**config.mk**
```make
export PLATFORM = sky130hd
export DESIGN_NAME = serial_cfg_tx
export DESIGN_NICKNAME = d
export VERILOG_FILES = /design/src/rtl/cfg_pkg.sv /design/src/rtl/sclk_phase_cnt.sv /design/src/rtl/serial_cfg_tx.sv
export SDC_FILE = /design/constraint.sdc
export NUM_CORES = 1
export LEC_CHECK = 0
export ABC_AREA = 1
export CORE_UTILIZATION = 58
export DETAILED_ROUTE_END_ITERATION = 10
export PLACE_DENSITY = 0.87
export SYNTH_ARGS = -nofsm -noshare
export SYNTH_HDL_FRONTEND = slang
export SYNTH_SLANG_ARGS = --single-unit
```
**constraint.sdc**
```tcl
create_clock -name i_clk -period 3.8 [get_ports i_clk]
set_clock_uncertainty 0.1 [all_clocks]
set_input_delay 0.95 -clock i_clk [delete_from_list [all_inputs] [get_ports i_clk]]
set_output_delay 0.95 -clock i_clk [all_outputs]
set_load 0.02 [all_outputs]
```
**src/rtl/cfg_pkg.sv**
```systemverilog
// ---------------------------------------------------------------------------
// cfg_pkg
// Shared definitions for the serial configuration transmitter. It holds the
// FSM state type, the frame geometry and the default header bits. The
// frame_bit() helper maps a bit index to the bit sent on the wire.
// ---------------------------------------------------------------------------
package cfg_pkg;

   typedef enum logic [1:0] {
      IDLE = 2'd0,
      LOW  = 2'd1,
      HIGH = 2'd2,
      DONE = 2'd3
   } cfg_state_e;

   localparam int          CFG_FRAME_BITS  = 5;
   localparam int          CFG_GAIN_W      = 3;
   localparam int          CFG_IDX_W       = 3;
   localparam logic [1:0]  CFG_HDR_DEFAULT = 2'b00;

   // The wire order is HDR[0], HDR[1], gain[2], gain[1], gain[0].
   function automatic logic frame_bit(input logic [1:0]            hdr,
                                      input logic [CFG_GAIN_W-1:0] gain,
                                      input logic [CFG_IDX_W-1:0]  idx);
      logic b;
      case (idx)
         3'd0:    b = hdr[0];
         3'd1:    b = hdr[1];
         3'd2:    b = gain[2];
         3'd3:    b = gain[1];
         3'd4:    b = gain[0];
         default: b = 1'b0;
      endcase
      return b;
   endfunction

endpackage

```
**src/rtl/sclk_phase_cnt.sv**
```systemverilog
// ---------------------------------------------------------------------------
// sclk_phase_cnt
// This is a terminal-count divider for the serial clock phases. While
// i_en=1, the module pulses o_phase_end for one cycle every SCLK_DIV cycles.
// While i_en=0, the count is held at 0, so every enable restarts from 0.
// Ports:
//   i_clk        system clock
//   i_resetbAll  synchronous active-low reset
//   i_en         count enable (a LOW or HIGH phase is in progress)
//   o_phase_end  combinational strobe on the last cycle of a phase
// ---------------------------------------------------------------------------
module sclk_phase_cnt #(
   parameter int SCLK_DIV = 2
) (
   input  logic i_clk,
   input  logic i_resetbAll,
   input  logic i_en,
   output logic o_phase_end
);

   localparam logic [7:0] LAST = 8'(SCLK_DIV - 1);

   logic [7:0] r_cnt;
   logic       w_phase_end;

   assign w_phase_end = i_en && (r_cnt == LAST);
   assign o_phase_end = w_phase_end;

   always_ff @(posedge i_clk) begin
      if (!i_resetbAll) begin
         r_cnt <= 8'd0;
      end else if (!i_en || w_phase_end) begin
         r_cnt <= 8'd0;
      end else begin
         r_cnt <= r_cnt + 8'd1;
      end
   end

endmodule

```
**src/rtl/serial_cfg_tx.sv**
```systemverilog
// ---------------------------------------------------------------------------
// serial_cfg_tx
// This block frames a 3-bit gain word into a 5-bit serial stream
// (HDR[0], HDR[1], gain[2:0]). It drives the stream on o_sdin, using the
// serial clock o_sclk derived from i_clk. All outputs come from flops.
// Ports:
//   i_clk, i_resetbAll  clock and synchronous active-low reset
//   i_start, i_gain     one-cycle send request with its gain word
//   o_sclk, o_sdin      serial clock and data to the backend (idle low)
//   o_busy, o_done      frame in progress / one-cycle completion pulse
//   o_overrun           sticky flag set when an i_start is dropped
//   o_dbg_state         current FSM state, for observation only
// Handshake: i_start is accepted only in IDLE or DONE. Accepting it in DONE
// chains frames with no gap. An i_start seen in LOW or HIGH is dropped and
// sets o_overrun, which clears only on reset.
// ---------------------------------------------------------------------------
module serial_cfg_tx
   import cfg_pkg::*;
#(
   parameter int         SCLK_DIV = 2,
   parameter logic [1:0] HDR      = CFG_HDR_DEFAULT
) (
   input  logic                  i_clk,
   input  logic                  i_resetbAll,
   input  logic                  i_start,
   input  logic [CFG_GAIN_W-1:0] i_gain,
   output logic                  o_sclk,
   output logic                  o_sdin,
   output logic                  o_busy,
   output logic                  o_done,
   output logic                  o_overrun,
   output cfg_state_e            o_dbg_state
);

   localparam logic [CFG_IDX_W-1:0] LAST_IDX = CFG_IDX_W'(CFG_FRAME_BITS - 1);

   cfg_state_e            r_state;
   logic [CFG_IDX_W-1:0]  r_bit_idx;
   logic [CFG_GAIN_W-1:0] r_gain;
   logic                  r_sclk;
   logic                  r_sdin;
   logic                  r_busy;
   logic                  r_done;
   logic                  r_overrun;
   logic                  w_en;
   logic                  w_phase_end;

   assign w_en = (r_state == LOW) || (r_state == HIGH);

   sclk_phase_cnt #(.SCLK_DIV(SCLK_DIV)) u_phase_cnt (
      .i_clk       (i_clk),
      .i_resetbAll (i_resetbAll),
      .i_en        (w_en),
      .o_phase_end (w_phase_end)
   );

   always_ff @(posedge i_clk) begin
      if (!i_resetbAll) begin
         r_state   <= IDLE;
         r_bit_idx <= '0;
         r_gain    <= '0;
         r_sclk    <= 1'b0;
         r_sdin    <= 1'b0;
         r_busy    <= 1'b0;
         r_done    <= 1'b0;
         r_overrun <= 1'b0;
      end else begin
         r_done <= 1'b0;
         case (r_state)
            // DONE accepts a start exactly like IDLE, so frames chain back-to-back.
            IDLE, DONE: begin
               r_sclk <= 1'b0;
               if (i_start) begin
                  r_gain    <= i_gain;
                  r_bit_idx <= '0;
                  r_sdin    <= frame_bit(HDR, i_gain, '0);
                  r_busy    <= 1'b1;
                  r_state   <= LOW;
               end else begin
                  r_sdin  <= 1'b0;
                  r_busy  <= 1'b0;
                  r_state <= IDLE;
               end
            end
            LOW: begin
               if (i_start) r_overrun <= 1'b1;
               if (w_phase_end) begin
                  r_sclk  <= 1'b1;
                  r_state <= HIGH;
               end
            end
            HIGH: begin
               if (i_start) r_overrun <= 1'b1;
               if (w_phase_end) begin
                  r_sclk <= 1'b0;
                  if (r_bit_idx == LAST_IDX) begin
                     r_sdin  <= 1'b0;
                     r_done  <= 1'b1;
                     r_state <= DONE;
                  end else begin
                     // Data changes only here, while o_sclk falls to low.
                     r_bit_idx <= r_bit_idx + 3'd1;
                     r_sdin    <= frame_bit(HDR, r_gain, r_bit_idx + 3'd1);
                     r_state   <= LOW;
                  end
               end
            end
            default: r_state <= IDLE;
         endcase
      end
   end

   assign o_sclk      = r_sclk;
   assign o_sdin      = r_sdin;
   assign o_busy      = r_busy;
   assign o_done      = r_done;
   assign o_overrun   = r_overrun;
   assign o_dbg_state = r_state;

endmodule
```
=== After elaboration in Yosys (flattened, before gate mapping) ===
Index checks and enable logic that the tools add are counted.

* Input bits: 6
* Output and inout bits: 7
* Bits in registers: 21
* Word-level logic and storage cells: 57

* Mux-type cells: 18
* Bitwise gates (word level): 1
* Equality and inequality tests: 12
* Reduce and logical (&&, ||, !) cells: 15
* Add/sub/neg operators: 2

{| class="wikitable"
|+ Operators with widths
! cell !! count
|-
| 3-bit 2-to-1 mux || 3
|-
| 8-bit by 1-bit adder with 8-bit output, second input constant || 1
|-
| 8-bit by 1-bit equality test with 1-bit output, second input constant || 1
|-
| 2-bit AND reduction || 4
|-
| 1-bit 2-to-1 mux || 7
|-
| 3-bit by 2-bit equality test with 1-bit output, second input constant || 2
|-
| 3-bit equality test, second input constant || 2
|-
| 2-bit 2-to-1 mux || 3
|-
| 1-bit case mux with 3 select lines || 2
|-
| 2-bit case mux with 3 select lines || 1
|-
| 3-bit case mux with 2 select lines || 1
|-
| 2-bit OR reduction || 3
|-
| 2-bit equality test, second input constant || 2
|-
| 2-bit by 1-bit != test with 1-bit output, second input constant || 2
|-
| 2-bit != test, second input constant || 2
|-
| 4-bit AND reduction || 1
|-
| 3-bit by 1-bit adder with 3-bit output, second input constant || 1
|-
| 3-bit AND reduction || 1
|-
| 2-bit by 1-bit equality test with 1-bit output, second input constant || 1
|-
| 2-bit logical NOT || 1
|-
| 1-bit logical OR || 2
|-
| 1-bit case mux with 2 select lines || 1
|-
| 2-bit nonzero test || 1
|-
| 1-bit logical AND || 1
|-
| 2 further kinds || 2
|}

=== Depth between registers and ports, before layout ===
Gate-level depths: netlist of run 1.

* Word-level depth: 6
* Gate-level depth with buffers: 9
* Mapped depth without buffers: 9

=== Cells and area by module ===
From an unflattened synthesis of run 1, not the netlist that was laid out.

* Cell total of the unflattened synthesis: 158
* Area, all modules: 1,138.6 um^2

{| class="wikitable"
|+ Modules (own cells, without submodules)
! module !! sequential area each (um^2) !! area an instance (um^2) !! cells each !! instances
|-
| serial_cfg_tx || 260.2 || 666.9 || 91 || 1
|-
| sclk_phase_cnt || 160.2 || 471.7 || 67 || 1
|}

=== Worst setup path before layout of run 1 ===
Ideal clock, no wire load.

* Kind: register to register
* From: register r_state[0], in the netlist o_dbg_state[0]
* To: register r_bit_idx[0]
* Data arrival time: 1.472 ns
* Path slack: 2.113 ns
* Library setup time: 0.115 ns
* Clock period less this slack: 1.687 ns
* Cell stages (with the launch flop): 9
* Cells stage by stage: dfxtp_1 -> inv_1 -> ha_1 -> nand2_2 -> inv_2 -> nor2_4 -> nor2_8 -> a21oi_1 -> nor2_1

* Longest elaborated chain between the ends: 5

{| class="wikitable"
|+ RTL lines
! item !! RTL line !! text
|-
| from (decl) || serial_cfg_tx.sv:37 || <nowiki>cfg_state_e r_state;</nowiki>
|-
| from (signal assigned) || serial_cfg_tx.sv:59 || <nowiki>r_state <= IDLE;</nowiki>
|-
| from (signal assigned) || serial_cfg_tx.sv:78 || <nowiki>r_state <= LOW;</nowiki>
|-
| from (signal assigned) || serial_cfg_tx.sv:82 || <nowiki>r_state <= IDLE;</nowiki>
|-
| 2-bit by 1-bit equality test with 1-bit output or 2-bit equality test (tied branches) || serial_cfg_tx.sv:48, serial_cfg_tx.sv:69 ||
|-
| 1-bit logical OR || serial_cfg_tx.sv:48 || <nowiki>assign w_en = (r_state == LOW) || (r_state == HIGH);</nowiki>
|-
| 1-bit logical AND || sclk_phase_cnt.sv:26 || <nowiki>assign w_phase_end = i_en && (r_cnt == LAST);</nowiki>
|-
| 2-bit by 1-bit != test with 1-bit output (no source line) || - ||
|-
| 4-bit AND reduction (no source line) || - ||
|-
| to (signal assigned) || serial_cfg_tx.sv:102 || <nowiki>r_bit_idx <= r_bit_idx + 3'd1;</nowiki>
|-
| to (decl) || serial_cfg_tx.sv:38 || <nowiki>logic [CFG_IDX_W-1:0] r_bit_idx;</nowiki>
|}

Several ways; a longest one is shown, not always the timed one.
A chain may end at the register's enable or synchronous reset.

=== Worst setup path in the final report of run 1 ===
* From: register r_state[0], in the netlist o_dbg_state[0]
* To: output port o_dbg_state[0]

{| class="wikitable"
|+ RTL lines
! item !! RTL line !! text
|-
| to (decl) || serial_cfg_tx.sv:32 || <nowiki>output cfg_state_e o_dbg_state</nowiki>
|}

No word-level cell between the ends.

==> flow_metrics.py, run 1 <==
metrics = {
    "logic_synthesis": {
        "synth_area_per_cell_um2": 7.85,
        "synthMuxAreaShare_pct": 0,
        "syn-instance-count": 147,
        "synth-xor-area-share_pct": 1.52,
        "yosysTopAreaCell": "dfxtp_1",
        "synth_compound_area_share_pct": 9.87,
        "netlist_top_cells_area": "dfxtp_1 36%, ha_1 11%, nand2_1 8.1%",
        "syn-num-nets": 163,
        "ys_warn_count": 0,
        "synth_area_um2": 1150,
        "yosys.area_share.simple_pct": 34.4,
        "yosysSeqAreaShare_pct": 36.4,
        "synthDistinctLibCells": 24,
        "synth_top_family_by_area": "simple AND/OR/NAND/NOR gates",
        "synth_fa_ha_area_share_pct": 10.8,
        "ys_seq_elements": 21,
        "yosysTopAreaCellShare_pct": 36.4,
    },
    "routing": {
        "drtIter0Drc": 40,
        "drt_pass1_iterations": 4,
        "drcViolationCount": 0,
        "vias_per_cell": 5.23,
        "routedWlPerCell_um": 11.6,
        "ant_nets": 0,
        "vias": 978,
        "routed_wl_um": 2160,
    },
    "timing": {
        "maxSlewViolCount": 0,
        "rsz0062_at_grt": "false",
        "maxSlewHeadroom_pct": 76.1,
        "hold_violations": 0,
        "worst_slew_pin_slew_ns": 0.357,
        "min_period_ns": 2.37,
        "setup_violations": 0,
        "fmax_mhz": 422,
        "post-route-period-util_pct": 62.3,
        "setup_tns_ns": 0,
    },
    "pwr": {
        "leakage_nw": 0.547,
        "ir_drop_uv": 540,
        "p_per_area_nw_per_um2": 708,
    },
    "worst_setup_path": {
        "slowest_stage": "clkdlybuf4s50_1",
        "crit_required_ns": 2.75,
        "path_class": "register to primary output",
        "crit_path_max_fanout": 4,
        "crit_path_end_kind": "primary output",
        "critical-path-top-delay-family": "buffers and inverters",
        "crit_chain": "clkdlybuf4s50_1",
        "worst-path-buf-inv": 1,
        "arrival_ns": 1.32,
        "worst_setup_path_start_kind": "register",
        "slowest_delay_ns": 0.62,
    },
    "final_layout": {
        "regArea_um2": 420,
        "area_growth_syn_to_layout_pct": 15.1,
        "fillers": 146,
        "nets": 179,
        "drive_gt1_share_pct": 17.3,
        "multiInputGateArea_um2": 653,
        "antenna_cells": 0,
        "fin_cells": 187,
    },
    "floorplan": {
        "initial_core_util_pct": 64.0,
        "die_area_um2": 2170,
        "dieHeight_um": 46.6,
        "core_um2": 1800,
        "fp.dieW_um": 46.6,
        "num_io_pins": 13,
        "rows": 15,
    },
    "cts": {
        "hold_buffers": 0,
        "htree_levels": 1,
        "post_cts_resized": 0,
        "cts-root-buf": "clkbuf_4",
        "cts.path.max_buffers": 2,
        "cts_tree": "yes",
        "path_clk_slew_ns": 0.12,
        "cts_inserted_buffers": 3,
        "clkSinkCount": 21,
        "post_cts_buffers": 0,
        "clk_latency_ns": 0.31,
    },
    "placement": {
        "routabilityCongestion": 0.804,
        "port_buffers": 12,
        "dp_cells": 183,
        "dp_hpwl_um": 1640,
    },
    "global_routing": {
        "grt.total_usage_pct": 23.4,
        "antenna_found_initial": 0,
        "overflow": 0,
        "grt_pass1_vias": 858,
        "grt_pass1_wl_um": 3590,
        "grt_max_degree": 13,
    },
    "job": {
        "maxCapViolCount": 0,
    },
    "run_status": {
        "status": "complete, no violations",
    },
    "hold_path": {
        "min_path_type": "register to register",
    },
}
==> registers in the layout, indices dropped and copies added, names as in the netlist <==
name,cells
o_sclk,1
o_done,1
u_phase_cnt.r_cnt,8
o_busy,1
o_dbg_state,2
r_bit_idx,3
o_overrun,1
r_gain,3
o_sdin,1
==> report_power, final <==
| part | internal, mW | total [mW] | switching, mW |
|---|---|---|---|
| Combinational | 0.198 | 0.515 | 0.317 |
| Sequential | 0.275 | 0.318 | 0.0423 |
| Clock | 0.0394 | 0.108 | 0.0683 |
==> path summary, 6_finish.rpt <==
path | slack (ns) | start | to | depth (start not counted)
setup / recovery | 1.43 | o_dbg_state[0] | o_dbg_state[0] | 1
hold / removal | 0.37 | u_phase_cnt.r_cnt[7] | u_phase_cnt.r_cnt[7] | 2
setup reg to reg | 2.09 | o_dbg_state[0] | r_bit_idx[0] | 8
hold reg to reg | 0.37 | u_phase_cnt.r_cnt[7] | u_phase_cnt.r_cnt[7] | 2
==> layout by cell type, fill, tap and decap left out, drive strengths merged <==
cell	Yosys	routed
o211ai	1	1
xor2	2	2
dfxtp	21	21
inv	20	20
nand3	14	14
nand4	1	1
nor3	1	1
or2	3	3
nor2	24	24
o21ai	6	6
ha	10	10
clkbuf	0	3
clkdlybuf4s50	0	12
clkinv	0	1
nand2	29	29
a21oi	13	13
nand3b	1	1
==> metrics by stage <==
stage                     hold slack, ns  util (%)  cell area, um^2  worst slack (ns)  total power, mW
final                              0.370      73.7             1330              1.43            0.940
after global routing               0.394      73.7             1330              1.40             1.02
after floorplan                    0.333         -             1150              2.11            0.707
after detailed placement           0.360      72.2             1300              1.45            0.829
after CTS                          0.377      73.7             1330              1.42            0.942
after global placement             0.341      72.2             1300              1.51            0.812
==> worst min-delay path: cells and delay by family, from the launching register on <==
kind,cells,cell delay [ns]
flip-flops,1,0.33
buffers and inverters,1,0.06
AO/OA/AOI/OAI,1,0.05
==> final cells by class <==
cell class | count | area share (%)
flip-flops and latches | 21 | 31.7
inverters | 20 | 5.66
repair buffers | 12 | 9.05
well taps | 25 | 2.36
clock inverters | 1 | 0.377
clock buffers | 3 | 1.70
multi-input cells | 105 | 49.2
==> cells in the mapped netlist, drive strengths merged <==
master	instances
dfxtp	21
o211ai	1
inv	20
nand4	1
nand3b	1
nor2	24
a21oi	13
or2	3
nand2	29
buf	1
nor3	1
xor2	2
nand3	14
o21ai	6
ha	10
==> cell families (layout without fill, tap and decap cells) <==
kind of cell | count (synthesis) | after routing
simple gates | 73 | 73
flops | 21 | 21
buf+inv | 21 | 36
compound gates | 20 | 20
fa+ha+maj | 10 | 10
xor+xnor | 2 | 2
==> per-layer routing <==
metal,GRT usage [%],part of all wire [%],routed length (um),vias up
met1,29.3,43,939,437
met5,0,0,0,-
met3,4.71,7.5,163,5
met2,38.1,47,1020,38
met4,10.6,2.0,44,0
li1,-,-,-,498
(Power assumes the default switching activity.)
==> inputs of run 2 (changes only) <==
- CORE_UTILIZATION: 58 -> 49
- PLACE_DENSITY: 0.87 -> 0.79
- clock period: 3.8 -> 2.15 ns (I/O delays scaled with it)
==> run 2 against run 1 <==
Net effect:
- die area up 18%
- first-iteration DRC count down 18%
- critical path type unchanged
- non-clock buffer count up 1
- largest cell class unchanged
- routed wire length down 2.1%
==> flow_metrics.py, run 2 (synthesis results as in run 1) <==
metrics = {
    "hold_path": {
        "hold-path-cell-count": 2,
        "min_path_type": "register to register",
        "min_from": "u_phase_cnt.r_cnt[7]",
        "hold_path_end": "u_phase_cnt.r_cnt[7]",
    },
    "worst_setup_path": {
        "r2r_start": "o_dbg_state[0]",
        "slowest_stage": "clkdlybuf4s50_1",
        "worst_r2r_path_depth": 8,
        "r2r_end": "r_bit_idx[1]",
        "crit_required_ns": 1.51,
        "worst_setup_path_start_kind": "register",
        "path_depth": 1,
        "crit_path_end_kind": "primary output",
        "crit_chain": "clkdlybuf4s50_1",
        "arrival_ns": 1.33,
        "critical-path-top-delay-family": "buffers and inverters",
        "worst-path-buf-inv": 1,
        "r2r_slack_ns": 0.45,
        "slowest_delay_ns": 0.63,
        "path_class": "register to primary output",
        "crit_path_max_fanout": 4,
    },
    "timing": {
        "rsz0062_at_grt": "false",
        "fmax_mhz": 508,
        "post-route-period-util_pct": 91.6,
        "maxSlewHeadroom_pct": 83.4,
        "setup_violations": 0,
        "min_period_ns": 1.97,
        "hold_ws_ns": 0.365,
        "setup_tns_ns": 0,
        "worst_slew_pin_slew_ns": 0.249,
        "fin_ws_ns": 0.181,
        "hold_violations": 0,
        "maxSlewViolCount": 0,
    },
    "cts": {
        "clkSinkCount": 21,
        "cts_inserted_buffers": 3,
        "cts.path.max_buffers": 2,
        "clk_latency_ns": 0.31,
        "post_cts_buffers": 0,
        "post_cts_resized": 0,
        "cts_tree": "yes",
        "htree_levels": 1,
        "hold_buffers": 0,
        "cts-root-buf": "clkbuf_4",
        "path_clk_slew_ns": 0.12,
    },
    "global_routing": {
        "grt_max_degree": 13,
        "antenna_found_initial": 0,
        "grt_pass1_vias": 884,
        "overflow": 0,
        "grt_pass1_wl_um": 3730,
        "grt.total_usage_pct": 19.8,
    },
    "routing": {
        "drt_pass1_iterations": 4,
        "ant_nets": 0,
        "drcViolationCount": 0,
        "routedWlPerCell_um": 11.1,
        "drtIter0Drc": 33,
        "vias": 975,
        "routed_wl_um": 2120,
        "vias_per_cell": 5.10,
    },
    "floorplan": {
        "initial_core_util_pct": 52.1,
        "num_io_pins": 13,
        "die_area_um2": 2550,
        "fp.dieW_um": 50.5,
        "dieHeight_um": 50.5,
        "rows": 17,
        "core_um2": 2210,
    },
    "run_status": {
        "status": "complete, no violations",
    },
    "pwr": {
        "clockPowerShare_pct": 11.5,
        "p_per_area_nw_per_um2": 1240,
        "power_frac_seq_pct": 34.2,
        "p_sw_share_pct": 45.2,
        "ir_drop_uv": 816,
        "switchingPower_mw": 0.751,
        "totalPowerFinal_mw": 1.66,
        "combPwrFrac_pct": 54.3,
        "p_int_mw": 0.910,
        "leakage_nw": 0.552,
    },
    "placement": {
        "dp_hpwl_um": 1670,
        "port_buffers": 12,
        "dp_slack_ns": 0.333,
        "routabilityCongestion": 0.797,
        "place_area_um2": 1310,
    },
    "final_layout": {
        "mostFrequentLayoutCells": "25 x nand2_1, 21 x dfxtp_1, 18 x nor2_1, 13 x nand3_1",
        "largest_reg_flops": 8,
        "final_cell_area_um2": 1340,
        "regMostFlops": "u_phase_cnt.r_cnt",
        "antenna_cells": 0,
        "reg_top3": "u_phase_cnt.r_cnt (8), r_bit_idx (3), r_gain (3)",
        "drive_gt1_share_pct": 17.8,
        "layout_commonest_cell": "nand2_1",
        "nets": 180,
        "area_growth_syn_to_layout_pct": 16.1,
    },
    "job": {
        "maxCapViolCount": 0,
    },
}
-- run 2: cell types whose count changed in the layout (fill, tap and decap cells not counted), sizes merged --
| cell | change |
|---|---|
| buf | +1 |
-- run 2: cell type report --
type | count | area (um^2)
fill | 202 | 873
multi-input combinational | 105 | 653
sequential | 21 | 420
timing repair buffer | 13 | 128
inverter | 20 | 75.1
tap | 28 | 35.0
clock buffer | 3 | 22.5
clock inverter | 1 | 5.00
-- run 2: power groups by stage --
stage / registers, mW / logic, mW / clock network, mW
2_1_floorplan: 0.603 / 0.646 / 0
6_report: 0.568 / 0.902 / 0.192
5_1_grt: 0.581 / 1.02 / 0.217
3_3_place_gp: 0.570 / 0.866 / 0
3_5_place_dp: 0.573 / 0.898 / 0
4_1_cts: 0.567 / 0.904 / 0.200
-- run 2: worst max path at each step --
stage | startpoint | to | slack, ns
6_report | o_dbg_state[0] | o_dbg_state[0] | 0.18
5_1_grt | o_dbg_state[0] | o_dbg_state[0] | 0.12
4_1_cts | o_dbg_state[0] | o_dbg_state[0] | 0.17
3_5_place_dp | i_start | r_bit_idx[1] | 0.33
3_3_place_gp | i_start | r_bit_idx[0] | 0.38
2_1_floorplan | o_dbg_state[0] | r_bit_idx[0] | 0.46
-- run 2: routing by layer --
metal	GRT usage (%)	share of wire (%)	vias up
met5	0	0	-
met3	2.73	5.2	5
met1	26.6	48	441
met2	30.0	45	27
met4	12.0	2.4	0
li1	-	-	502
-- run 2: through the flow --
| step | cells | utilization [%] |
|---|---|---|
| global route | 191 | 60.5 |
| CTS | 191 | 60.5 |
| finish | 191 | 60.5 |
| floorplan | 147 | - |
| global placement | 187 | 59.3 |
| detailed placement | 187 | 59.3 |
